--- config.mk ---
export PLATFORM = sky130hd
export DESIGN_NAME = esc_sequencer
export DESIGN_NICKNAME = d
export VERILOG_FILES = /design/src/rtl/esc_pkg.sv /design/src/rtl/esc_stall_wdt.sv /design/src/rtl/esc_sequencer.sv
export SDC_FILE = /design/constraint.sdc
export NUM_CORES = 1
export LEC_CHECK = 0
export CORE_AREA = 2 2 82 84
export CTS_BUF_LIST = sky130_fd_sc_hd__clkbuf_4 sky130_fd_sc_hd__clkbuf_8
export CTS_CLUSTER_DIAMETER = 60
export CTS_CLUSTER_SIZE = 25
export DETAILED_ROUTE_END_ITERATION = 16
export DIE_AREA = 0 0 84 86
export PLACE_DENSITY = 0.83
export SLEW_MARGIN = 20
export SYNTH_ARGS = -nofsm -noshare
export SYNTH_HDL_FRONTEND = slang
export SYNTH_SLANG_ARGS = --single-unit
--- constraint.sdc ---
create_clock -name clk -period 4.15 [get_ports clk]
set_input_delay 0.83 -clock clk [delete_from_list [all_inputs] [get_ports clk]]
set_output_delay 0.83 -clock clk [all_outputs]
set_load 0.005 [all_outputs]
--- src/rtl/esc_pkg.sv ---
// Shared state encodings and reference-width constants for the ESC sequencer.
// signed_ref converts an unsigned magnitude plus sign flag into the ESC reference.
package esc_pkg;

    localparam int MAG_W = 7;
    localparam int REF_W = 8;

    typedef enum logic [2:0] {
        ST_IDLE  = 3'd0,
        ST_ALIGN = 3'd1,
        ST_RAMP  = 3'd2,
        ST_RUN   = 3'd3,
        ST_BRAKE = 3'd4,
        ST_FAULT = 3'd5
    } esc_state_t;

    function automatic logic signed [REF_W-1:0] signed_ref(input logic [MAG_W-1:0] mag,
                                                           input logic neg);
        logic signed [REF_W-1:0] ext;
        ext = signed'({1'b0, mag});
        return neg ? -ext : ext;
    endfunction

endpackage

--- src/rtl/esc_stall_wdt.sv ---
// Saturating stall watchdog: counts enabled cycles since the last clear
// and flags timeout once LIMIT cycles have elapsed.
module esc_stall_wdt #(
    parameter int LIMIT = 50000
) (
    input  logic clk,
    input  logic reset,
    input  logic i_clear,
    input  logic i_enable,
    output logic o_timeout
);

    localparam int CW = $clog2(LIMIT + 1);

    logic [CW-1:0] r_count;

    always_ff @(posedge clk or posedge reset) begin
        if (reset) begin
            r_count <= '0;
        end else if (i_clear) begin
            r_count <= '0;
        end else if (i_enable && (r_count != CW'(LIMIT))) begin
            r_count <= r_count + 1'b1;
        end
    end

    assign o_timeout = (r_count == CW'(LIMIT));

endmodule

--- src/rtl/esc_sequencer.sv ---
// ESC start/ramp/run/brake sequencer with stall fault, driving a signed speed
// reference and drive enable; every output is registered from next-state values.
module esc_sequencer
    import esc_pkg::*;
#(
    parameter int RAMP_STEP    = 4,
    parameter int ALIGN_TICKS  = 8,
    parameter int ALIGN_MAG    = 10,
    parameter int STALL_CYCLES = 50000
) (
    input  logic                    clk,
    input  logic                    reset,
    input  logic                    start,
    input  logic                    stop,
    input  logic                    dir,
    input  logic [MAG_W-1:0]        target_mag,
    input  logic                    tick,
    input  logic                    encoder_edge,
    input  logic                    fault_clear,
    output logic                    pwm_en,
    output logic signed [REF_W-1:0] period_ref,
    output logic [2:0]              state,
    output logic                    fault
);

    localparam int ACW = $clog2(ALIGN_TICKS + 1);
    localparam logic [MAG_W-1:0] STEP  = MAG_W'(RAMP_STEP);
    localparam logic [MAG_W-1:0] A_MAG = MAG_W'(ALIGN_MAG);

    esc_state_t              r_state, w_state_next;
    logic [MAG_W-1:0]        r_mag, w_mag_next;
    logic [MAG_W-1:0]        r_target, w_target_next;
    logic                    r_dir, w_dir_next;
    logic                    r_dir_pend, w_dir_pend_next;
    logic                    r_zero_first, w_zero_first_next;
    logic [ACW-1:0]          r_align_cnt, w_align_cnt_next;
    logic                    r_pwm_en, w_pwm_en_next;
    logic signed [REF_W-1:0] r_period_ref, w_period_ref_next;
    logic                    r_fault, w_fault_next;

    logic             w_timeout;
    logic             w_wdt_clear;
    logic             w_wdt_enable;
    logic [MAG_W-1:0] w_mag_dec;
    logic [MAG_W-1:0] w_mag_toward;
    logic             w_start_ok;

    assign w_start_ok = start && !stop && (target_mag != '0);
    assign w_mag_dec  = (r_mag > STEP) ? (r_mag - STEP) : '0;

    // Step toward the target, clamping on the final step so it never overshoots.
    always_comb begin
        w_mag_toward = r_mag;
        if (r_mag < r_target) begin
            w_mag_toward = ((r_target - r_mag) > STEP) ? (r_mag + STEP) : r_target;
        end else if (r_mag > r_target) begin
            w_mag_toward = ((r_mag - r_target) > STEP) ? (r_mag - STEP) : r_target;
        end
    end

    assign w_wdt_enable = (r_state == ST_RAMP) || (r_state == ST_RUN);
    assign w_wdt_clear  = encoder_edge || ((w_state_next == ST_RAMP) && (r_state != ST_RAMP));

    esc_stall_wdt #(
        .LIMIT(STALL_CYCLES)
    ) u_wdt (
        .clk      (clk),
        .reset    (reset),
        .i_clear  (w_wdt_clear),
        .i_enable (w_wdt_enable),
        .o_timeout(w_timeout)
    );

    always_ff @(posedge clk or posedge reset) begin
        if (reset) begin
            r_state      <= ST_IDLE;
            r_mag        <= '0;
            r_target     <= '0;
            r_dir        <= 1'b0;
            r_dir_pend   <= 1'b0;
            r_zero_first <= 1'b0;
            r_align_cnt  <= '0;
            r_pwm_en     <= 1'b0;
            r_period_ref <= '0;
            r_fault      <= 1'b0;
        end else begin
            r_state      <= w_state_next;
            r_mag        <= w_mag_next;
            r_target     <= w_target_next;
            r_dir        <= w_dir_next;
            r_dir_pend   <= w_dir_pend_next;
            r_zero_first <= w_zero_first_next;
            r_align_cnt  <= w_align_cnt_next;
            r_pwm_en     <= w_pwm_en_next;
            r_period_ref <= w_period_ref_next;
            r_fault      <= w_fault_next;
        end
    end

    always_comb begin
        w_state_next      = r_state;
        w_mag_next        = r_mag;
        w_target_next     = r_target;
        w_dir_next        = r_dir;
        w_dir_pend_next   = r_dir_pend;
        w_zero_first_next = r_zero_first;
        w_align_cnt_next  = r_align_cnt;
        case (r_state)
            ST_IDLE: begin
                w_mag_next = '0;
                if (w_start_ok) begin
                    w_state_next      = ST_ALIGN;
                    w_target_next     = target_mag;
                    w_dir_next        = dir;
                    w_dir_pend_next   = dir;
                    w_mag_next        = A_MAG;
                    w_align_cnt_next  = '0;
                    w_zero_first_next = 1'b0;
                end
            end
            ST_ALIGN: begin
                w_mag_next = A_MAG;
                if (stop) begin
                    w_state_next = ST_BRAKE;
                end else if (tick) begin
                    if (r_align_cnt == ACW'(ALIGN_TICKS - 1)) begin
                        w_state_next     = ST_RAMP;
                        w_align_cnt_next = '0;
                    end else begin
                        w_align_cnt_next = r_align_cnt + 1'b1;
                    end
                end
            end
            ST_RAMP: begin
                if (w_timeout) begin
                    w_state_next = ST_FAULT;
                    w_mag_next   = '0;
                end else if (stop) begin
                    w_state_next      = ST_BRAKE;
                    w_zero_first_next = 1'b0;
                end else if (!r_zero_first && (r_mag == r_target)) begin
                    w_state_next = ST_RUN;
                end else if (tick) begin
                    // A reversal runs down through zero before the sign flips.
                    if (r_zero_first) begin
                        w_mag_next = w_mag_dec;
                        if (w_mag_dec == '0) begin
                            w_dir_next        = r_dir_pend;
                            w_zero_first_next = 1'b0;
                        end
                    end else begin
                        w_mag_next = w_mag_toward;
                    end
                end
            end
            ST_RUN: begin
                if (w_timeout) begin
                    w_state_next = ST_FAULT;
                    w_mag_next   = '0;
                end else if (stop) begin
                    w_state_next = ST_BRAKE;
                end else if (w_start_ok) begin
                    w_state_next      = ST_RAMP;
                    w_target_next     = target_mag;
                    w_dir_pend_next   = dir;
                    w_zero_first_next = (dir != r_dir);
                end
            end
            ST_BRAKE: begin
                if (r_mag == '0) begin
                    w_state_next = ST_IDLE;
                end else if (tick) begin
                    w_mag_next = w_mag_dec;
                end
            end
            ST_FAULT: begin
                w_mag_next = '0;
                if (fault_clear) begin
                    w_state_next = ST_IDLE;
                end
            end
            default: begin
                w_state_next = ST_IDLE;
                w_mag_next   = '0;
            end
        endcase
    end

    always_comb begin
        w_pwm_en_next     = (w_state_next == ST_ALIGN) || (w_state_next == ST_RAMP) ||
                            (w_state_next == ST_RUN)   || (w_state_next == ST_BRAKE);
        w_period_ref_next = signed_ref(w_mag_next, w_dir_next);
        w_fault_next      = (w_state_next == ST_FAULT);
    end

    assign state      = r_state;
    assign pwm_en     = r_pwm_en;
    assign period_ref = r_period_ref;
    assign fault      = r_fault;

endmodule

==> summary.txt, run 1 <==
Floorplanning
  • Cell row count: 29
  • Die ar.: 7220 µm²
  • Ports: 28
  • Die Wd: 84 µm
  • Core area: 6280 µm²
  • Starting Density: 59.5%
  • Chip height: 86 µm

Pwr
  • Sw Share: 44.7%
  • Sequential fraction of design power: 30.5%
  • Int Power: 0.00129 W
  • LEAKAGE: 1.87 nW
  • Logic pwr share: 56.3%
  • Psw: 0.00104 W
  • Worst VDD drop: 0.000367 V
  • PD cells: 551 nW/µm²
  • Clk pwr share: 13.3%

Clock network
  • CTS Buffer Depth: 2
  • TritonCTS clock tree: built
  • # hold bufs at CTS: 0
  • Clk sinks: 49
  • Clk_lat worst skew: 0.33 ns
  • H-tree Lvls: 2
  • CTS Buf Count: 5
  • Setup bufs post-CTS: 0
  • Clk pin slew, worst setup/hold paths: 0.10 ns
  • Post-CTS Resized: 0
  • Root buf cell: clkbuf_8

STA
  • Final TNS setup: 0 ns
  • Max Slew Vio Count: 0
  • RSZ-0062 raised after global routing: false
  • Final period utilization: 86.0%
  • Rel. slew slack: 43.3%
  • Setup-failing EPs final: 0
  • Slew @ Worst Pin: 0.849 ns
  • Clock Skews: 0.0120 ns
  • F_max: 280 MHz
  • Hold_ws: 0.503 ns
  • Final hold viol count: 0
  • Minimum clock period: 3.57 ns

Logic synthesis
  • Synthesized flop and latch total: 49
  • Top-count cell post-synth: nor2_1
  • Share of flip-flops with an asynchronous set or reset: 100%
  • Area leader, netlist: dfrtp_1
  • Synth Flop Type: dfrtp_1
  • Mapped Cells: 442
  • Share of the synthesized area in the top cell type: 32.8%
  • Synth top cells by count: nor2_1 (51), dfrtp_1 (49), nand2_1 (31)
  • Post-Syn Area: 3730 µm²
  • Post-synth cell types: 70
  • Synthesized Nets: 478
  • EDFF count, synth: 0
  • Register area share after synthesis: 32.8%
  • Synth area leaders: dfrtp_1 (33%), ha_1 (7.0%), nor2_1 (5.1%)
  • Syn avg cell area: 8.45 µm²
  • Ys Warns: 0

GRT
  • Initial antenna violation count: 0
  • GRT overflow: 0
  • First-pass GRT wire length: 16200 µm
  • Pin count of the biggest net entering global routing: 50
  • Vias in the first global route: 3343
  • GRT Overall Usage: 28.1%

Critical path
  • CP Cell Sequence: inv_1 -> ha_1 -> nor2b_1 -> o21a_2 -> or4_1 -> a32o_2 -> o31a_1 -> a31oi_1 -> o2111ai_1 -> inv_1 -> ha_1 -> inv_1 -> o31ai_1 -> xnor2_1
  • R2R cell count: 14
  • Setup slack, reg-to-reg: 0.58 ns
  • CP max stage cell: or4_1
  • CP Class: register to register
  • Cell mode on critical path: inv_1
  • Worst Path Required: 4.39 ns
  • Crit path max-delay family: compound AO/OA/AOI/OAI gates
  • Slowest cell delay on critical path: 0.46 ns
  • CP Max Fanout: 7
  • Critical Path End Type: register
  • CP Launch Type: register
  • Reg2reg end: period_ref[4]$_DFF_PP0_
  • Crit path buffers/inverters: 3
  • Arr. time, crit path: 3.81 ns
  • RR Startpoint: r_mag[1]$_DFF_PP0_

Placement
  • Gpl congestion: 0.971
  • Detailed Place HPWL: 7210 µm
  • Port bufs: 27
  • Area after DPL: 4140 µm²

Final layout
  • Inserted Diodes: 0
  • Area grow syn2layout: 13.5%
  • Share of post-route cells with drive strength above 1: 11.1%
  • Final nets: 511
  • Post-route cell area: 4240 µm²
  • Fill cells: 513

Route
  • # DRC: 0
  • Vias: 3430
  • DR pass1 iterations: 5
  • Antenna Nets Post-Route: 0
  • Vias per cell: 6.20
  • DR WL/cell: 17.5 µm
  • Initial drt markers: 258
  • Routed wire length: 9660 µm

Min path
  • Hold EP: r_align_cnt[3]$_DFFE_PP0P_
  • Min-delay worst type: register to register
  • Worst hold path startpoint: r_align_cnt[3]$_DFFE_PP0P_
  • Hold path depth: 1

Job
  • Maxcap violations: 0

Status
  • Status: finished, final reports clean
==> placed cells by master (no fill, tap or decap), types with 4 or more instances in the layout <==
cell              n
nor2_1           51
dfrtp_1          49
nand2_1          31
inv_1            29
clkdlybuf4s50_1  27
o21ai_0          25
nand3_1          22
a21oi_1          22
ha_1             21
buf_4            15
xnor2_1          14
xor2_1           14
nor3_1           13
nor2b_1          10
mux2_2            9
a211oi_1          8
nand4_1           7
a31oi_1           6
nor4_1            5
mux2i_1           5
clkbuf_8          5
and2_1            4
and3_1            4
o31ai_1           4
==> how the worst max path moves through the flow <==
stage                                   from                      end  depth (start not counted)
after floorplan           r_mag[2]$_DFF_PP0_  period_ref[4]$_DFF_PP0_                         16
after global placement         target_mag[6]  period_ref[4]$_DFF_PP0_                         12
after detailed placement       target_mag[6]  period_ref[4]$_DFF_PP0_                         12
after CTS                 r_mag[1]$_DFF_PP0_  period_ref[4]$_DFF_PP0_                         14
after global routing      r_mag[1]$_DFF_PP0_  period_ref[4]$_DFF_PP0_                         14
final                     r_mag[1]$_DFF_PP0_  period_ref[4]$_DFF_PP0_                         14
==> stage by stage <==
stage	util, %	std cells	total power (W)	setup slack (ns)
final	67.5	553	0.00234	0.581
after global routing	67.5	553	0.00250	0.318
after CTS	67.5	553	0.00233	0.583
after detailed placement	66.0	545	0.00201	0.378
after global placement	66.0	545	0.00197	0.418
after floorplan	-	442	0.00159	0.494
==> flip-flops by register name, summed over array words and instances (netlist names), 3 cells and up <==
signal         flops
period_ref         8
r_target           7
state              3
r_mag              6
r_align_cnt        4
u_wdt.r_count     16
==> power by group through the flow <==
stage | clock (W) | combinational (W) | sequential [W]
detailed placement | 0 | 0.00129 | 0.000716
floorplan | 0 | 0.000920 | 0.000674
global route | 0.000334 | 0.00144 | 0.000726
CTS | 0.000321 | 0.00130 | 0.000708
finish | 0.000310 | 0.00131 | 0.000712
global placement | 0 | 0.00126 | 0.000716
==> kinds of logic (layout without fill, tap and decap cells) <==
logic type	count (synthesis)	in the layout	synth area share, %
simple gates	174	174	23.6
compound gates	110	110	21.0
flops	49	49	32.8
buf+inv	46	80	4.96
xor+xnor	28	28	6.57
fa+ha+maj	21	21	7.04
mux	14	14	4.05
==> metal layers <==
| layer | up-vias | track usage [%] | routed length, µm | part of all wire (%) |
|---|---|---|---|---|
| met4 | 0 | 12.5 | 310 | 3.2 |
| met5 | - | 0 | 0 | 0 |
| met2 | 108 | 45.8 | 4590 | 48 |
| met3 | 29 | 3.46 | 402 | 4.2 |
| li1 | 1658 | - | - | - |
| met1 | 1635 | 38.0 | 4360 | 45 |
==> layout make-up <==
cell class	count	area (µm²)	area share (%)
inverter	30	114	2.69
clock buffer	5	68.8	1.62
tap	77	96.3	2.27
clock inverter	3	26.3	0.620
multi-input combinational	347	2320	54.8
sequential	49	1230	28.9
timing repair buffer	42	383	9.03
(Power assumes the default switching activity.)
==> inputs of run 2 (changes only) <==
Settings changed: RECOVER_POWER from default to 25.
==> summary.txt, run 2 (synthesis results as in run 1) <==
Final layout
  • Most common cell after layout, fill and taps aside: nor2_1
  • Post-route cell area: 4240 µm²
  • Final nets: 511
  • Highest-count cells in the layout ignoring fill and taps: nor2_1 (51), dfrtp_1 (49), nand2_1 (31), inv_1 (29), clkdlybuf4s50_1 (26)
  • Biggest register: u_wdt.r_count
  • Post-Layout Cell Count: 553
  • Inserted Diodes: 0
  • Share of post-route cells with drive strength above 1: 11.1%
  • Final Util: 67.5%
  • Largest register FFs: 16
  • Area grow syn2layout: 13.5%

Pwr
  • Power Total: 0.00234 W
  • Worst VDD drop: 0.000367 V
  • PD cells: 551 nW/µm²
  • LEAKAGE: 1.86 nW

Critical path
  • Crit path max-delay family: compound AO/OA/AOI/OAI gates
  • CP max stage cell: or4_1
  • Crit path buffers/inverters: 3
  • Arr. time, crit path: 3.81 ns
  • CP Class: register to register
  • CP Max Fanout: 7
  • Slowest cell delay on critical path: 0.46 ns
  • CP Launch Type: register
  • Cell mode on critical path: inv_1
  • Critical Path End Type: register
  • Worst Path Required: 4.39 ns
  • CP Cell Sequence: inv_1 -> ha_1 -> nor2b_1 -> o21a_2 -> or4_1 -> a32o_2 -> o31a_1 -> a31oi_1 -> o2111ai_1 -> inv_1 -> ha_1 -> inv_1 -> o31ai_1 -> xnor2_1

STA
  • Final hold viol count: 0
  • Final TNS setup: 0 ns
  • Minimum clock period: 3.57 ns
  • RSZ-0062 raised after global routing: false
  • Max Slew Vio Count: 50
  • Final period utilization: 86.0%
  • Rel. slew slack: -45.4%
  • F_max: 280 MHz
  • Clock Skews: 0.0120 ns
  • Setup-failing EPs final: 0
  • Slew @ Worst Pin: 2.17 ns

Route
  • Initial drt markers: 258
  • # DRC: 0
  • Antenna Nets Post-Route: 0
  • Vias: 3430
  • DR pass1 iterations: 5
  • DR WL/cell: 17.5 µm
  • Vias per cell: 6.20
  • Routed wire length: 9660 µm

GRT
  • First-pass GRT wire length: 16200 µm
  • Vias in the first global route: 3343
  • GRT overflow: 0
  • Initial antenna violation count: 0
  • GRT Overall Usage: 28.1%
  • Pin count of the biggest net entering global routing: 50

Floorplanning
  • Ports: 28
  • Chip height: 86 µm
  • Cell row count: 29
  • Die Wd: 84 µm
  • Core area: 6280 µm²
  • Starting Density: 59.5%
  • Die ar.: 7220 µm²

Placement
  • Area after DPL: 4140 µm²
  • Gpl congestion: 0.971
  • Placed cells: 545
  • Port bufs: 27
  • Detailed Place HPWL: 7210 µm

Clock network
  • Clk sinks: 49
  • TritonCTS clock tree: built
  • Setup bufs post-CTS: 0
  • # hold bufs at CTS: 0
  • Post-CTS Resized: 0
  • Clk_lat worst skew: 0.33 ns
  • CTS Buf Count: 5
  • H-tree Lvls: 2
  • CTS Buffer Depth: 2
  • Root buf cell: clkbuf_8
  • Clk pin slew, worst setup/hold paths: 0.10 ns

Status
  • Failing checks: max-capacitance violations, max-slew violations
  • Status: finished, violations left

Min path
  • Min-delay worst type: register to register

Job
  • Maxcap violations: 1
==> run 2: cell types whose count changed in the layout (fill, tap and decap cells not counted), sizes merged <==
cell / delta
clkdlybuf4s50: -1
clkinv: -1
clkinvlp: +1
dlygate4sd3: +1
==> run 2: worst paths after layout <==
kind	startpoint	end	slack [ns]	cells after the start
hold / removal	r_align_cnt[3]$_DFFE_PP0P_	r_align_cnt[3]$_DFFE_PP0P_	0.50	1
setup reg to reg	r_mag[1]$_DFF_PP0_	period_ref[4]$_DFF_PP0_	0.58	14
max in group asynchronous	reset	r_target[3]$_DFFE_PP0P_	1.64	2
hold reg to reg	r_align_cnt[3]$_DFFE_PP0P_	r_align_cnt[3]$_DFFE_PP0P_	0.50	1
min in group asynchronous	reset	u_wdt.r_count[2]$_DFFE_PP0P_	1.53	2
setup / recovery	r_mag[1]$_DFF_PP0_	period_ref[4]$_DFF_PP0_	0.58	14
==> run 2: through the flow <==
step                hold slack (ns)  setup slack, ns
floorplan                     0.462            0.494
global placement              0.488            0.418
detailed placement            0.492            0.378
CTS                           0.508            0.583
global route                  0.538            0.318
finish                        0.503            0.581
==> run 2: area by class of cell <==
type                    count  area, µm²
fillers                   513       2040
clock buffers               5       68.8
flip-flops and latches     49       1230
repair buffers             42        383
inverters                  30        114
multi-input cells         347       2320
clock inverters             3       26.3
well taps                  77       96.3
==> run 2: power breakdown <==
group | internal [W] | switching (W) | total, W | leakage [nW]
Clock | 0.000123 | 0.000187 | 0.000310 | 0.0423
Combinational | 0.000585 | 0.000729 | 0.00131 | 1.17
Sequential | 0.000584 | 0.000127 | 0.000712 | 0.650
Total | 0.00129 | 0.00104 | 0.00234 | 1.86
==> run 2: routing by layer <==
| metal | vias to the layer above | GRT usage (%) | wire length, µm |
|---|---|---|---|
| met2 | 108 | 45.8 | 4590 |
| li1 | 1658 | - | - |
| met5 | - | 0 | 0 |
| met1 | 1635 | 38.0 | 4360 |
| met3 | 29 | 3.46 | 402 |
| met4 | 0 | 12.5 | 310 |
==> inputs of run 3 (changes only) <==
Settings changed: ABC_CLOCK_PERIOD_IN_PS from default to 4150, PLACE_DENSITY 0.83 to 0.8, SKIP_CTS_REPAIR_TIMING from default to 1.
==> summary.txt, run 3 (synthesis results as in run 1) <==
Status
  • Status: finished, violations left
  • Failing checks: max-capacitance violations, max-slew violations

GRT
  • Vias in the first global route: 3315
  • Initial antenna violation count: 0
  • Pin count of the biggest net entering global routing: 50
  • First-pass GRT wire length: 16300 µm
  • GRT Overall Usage: 28.0%
  • GRT overflow: 0

Critical path
  • Worst Path Required: 4.40 ns
  • R2R cell count: 14
  • Arr. time, crit path: 3.89 ns
  • CP Class: register to register
  • CP Max Fanout: 7
  • CP Launch Type: register
  • Critical Path End Type: register

Final layout
  • Biggest register: u_wdt.r_count
  • Final nets: 511
  • Most common cell after layout, fill and taps aside: nor2_1
  • Area grow syn2layout: 13.5%
  • Register area: 1230 µm²
  • Share of post-route cells with drive strength above 1: 11.1%
  • Largest register FFs: 16
  • Fill cells: 526
  • Final Util: 67.5%
  • Highest-count cells in the layout ignoring fill and taps: nor2_1 (51), dfrtp_1 (49), nand2_1 (31), inv_1 (29), clkdlybuf4s50_1 (26)
  • Inserted Diodes: 0
  • Area of the multi-input gates: 2320 µm²

Placement
  • Gpl congestion: 0.995
  • Detailed Place HPWL: 7350 µm
  • Setup WS pre-CTS: 0.328 ns
  • Port bufs: 27

Clock network
  • Clk pin slew, worst setup/hold paths: 0.10 ns
  • Root buf cell: clkbuf_8
  • H-tree Lvls: 2
  • CTS Buf Count: 5
  • Clk sinks: 49
  • TritonCTS clock tree: built
  • CTS Buffer Depth: 2
  • Clk_lat worst skew: 0.31 ns

Pwr
  • Worst VDD drop: 0.000434 V
  • Int Power: 0.00129 W
  • PD cells: 546 nW/µm²
  • Sw Share: 44.2%
  • Logic pwr share: 56.3%
  • Clk pwr share: 13.0%
  • Psw: 0.00102 W
  • LEAKAGE: 1.86 nW
  • Sequential fraction of design power: 30.7%

Min path
  • Hold path depth: 1
  • Min-delay worst type: register to register

Floorplanning
  • Chip height: 86 µm
  • Starting Density: 59.5%
  • Die Wd: 84 µm
  • Cell row count: 29
  • Ports: 28
  • Die ar.: 7220 µm²
  • Core area: 6280 µm²

Route
  • Antenna Nets Post-Route: 0
  • DR pass1 iterations: 4
  • Vias per cell: 6.20
  • # DRC: 0
  • DR WL/cell: 17.4 µm
  • Initial drt markers: 291
  • Vias: 3427
  • Routed wire length: 9600 µm

STA
  • Minimum clock period: 3.64 ns
  • F_max: 275 MHz
  • Final period utilization: 87.8%
  • Clock Skews: 0.00760 ns
  • Rel. slew slack: -42.9%
  • RSZ-0062 raised after global routing: false
  • Max Slew Vio Count: 50
  • Final hold viol count: 0
  • Min setup slack post-route: 0.508 ns
  • Final TNS setup: 0 ns
  • Slew @ Worst Pin: 2.13 ns
  • Setup-failing EPs final: 0

Job
  • Maxcap violations: 1
-- run 3: cell counts in the layout (fill, tap and decap cells not counted) --
No cell type changed its count.
-- run 3: final cells by class --
cell class | count | area share, %
multi-input cells | 347 | 54.8
repair buffers | 42 | 9.03
flip-flops and latches | 49 | 28.9
well taps | 77 | 2.27
clock inverters | 3 | 0.620
clock buffers | 5 | 1.62
inverters | 30 | 2.69
-- run 3: metrics by stage --
stage | total power, W | std cells | area [µm²] | hold WS (ns)
CTS | 0.00231 | 553 | 4240 | 0.521
floorplan | 0.00159 | 442 | 3730 | 0.462
global placement | 0.00198 | 545 | 4140 | 0.489
detailed placement | 0.00200 | 545 | 4140 | 0.496
global route | 0.00249 | 553 | 4240 | 0.537
finish | 0.00232 | 553 | 4240 | 0.519
-- run 3: worst max-delay path, cell delays in order (launching register included) --
cell	delay (ns)
dfrtp_1	0.47
inv_1	0.08
ha_1	0.35
nor2b_1	0.18
o21a_2	0.25
or4_1	0.48
a32o_2	0.30
o31a_1	0.24
a31oi_1	0.19
o2111ai_1	0.23
inv_1	0.11
ha_1	0.20
inv_1	0.07
o31ai_1	0.27
xnor2_1	0.14
-- run 3: metal layers --
metal	share of wire (%)	wire length, µm	GRT usage, %
met4	1.8	170	8.21
met2	49	4660	48.1
met5	0	0	0
met1	44	4260	36.3
met3	5.3	511	5.10
-- run 3: final timing paths --
check / from / end / slack [ns]
hold / removal: r_dir_pend$_DFFE_PP0P_ / r_dir_pend$_DFFE_PP0P_ / 0.52
setup / recovery: r_mag[1]$_DFF_PP0_ / period_ref[4]$_DFF_PP0_ / 0.51
min in group asynchronous: reset / u_wdt.r_count[9]$_DFFE_PP0P_ / 1.52
hold reg to reg: r_dir_pend$_DFFE_PP0P_ / r_dir_pend$_DFFE_PP0P_ / 0.52
setup reg to reg: r_mag[1]$_DFF_PP0_ / period_ref[4]$_DFF_PP0_ / 0.51
max in group asynchronous: reset / r_target[0]$_DFFE_PP0P_ / 1.66
-- run 3: power groups by stage --
| stage | combinational [W] | sequential [W] | clock [W] |
|---|---|---|---|
| 2_1_floorplan | 0.000920 | 0.000674 | 0 |
| 3_3_place_gp | 0.00126 | 0.000719 | 0 |
| 3_5_place_dp | 0.00128 | 0.000718 | 0 |
| 4_1_cts | 0.00129 | 0.000709 | 0.000311 |
| 5_1_grt | 0.00144 | 0.000728 | 0.000324 |
| 6_report | 0.00130 | 0.000711 | 0.000301 |
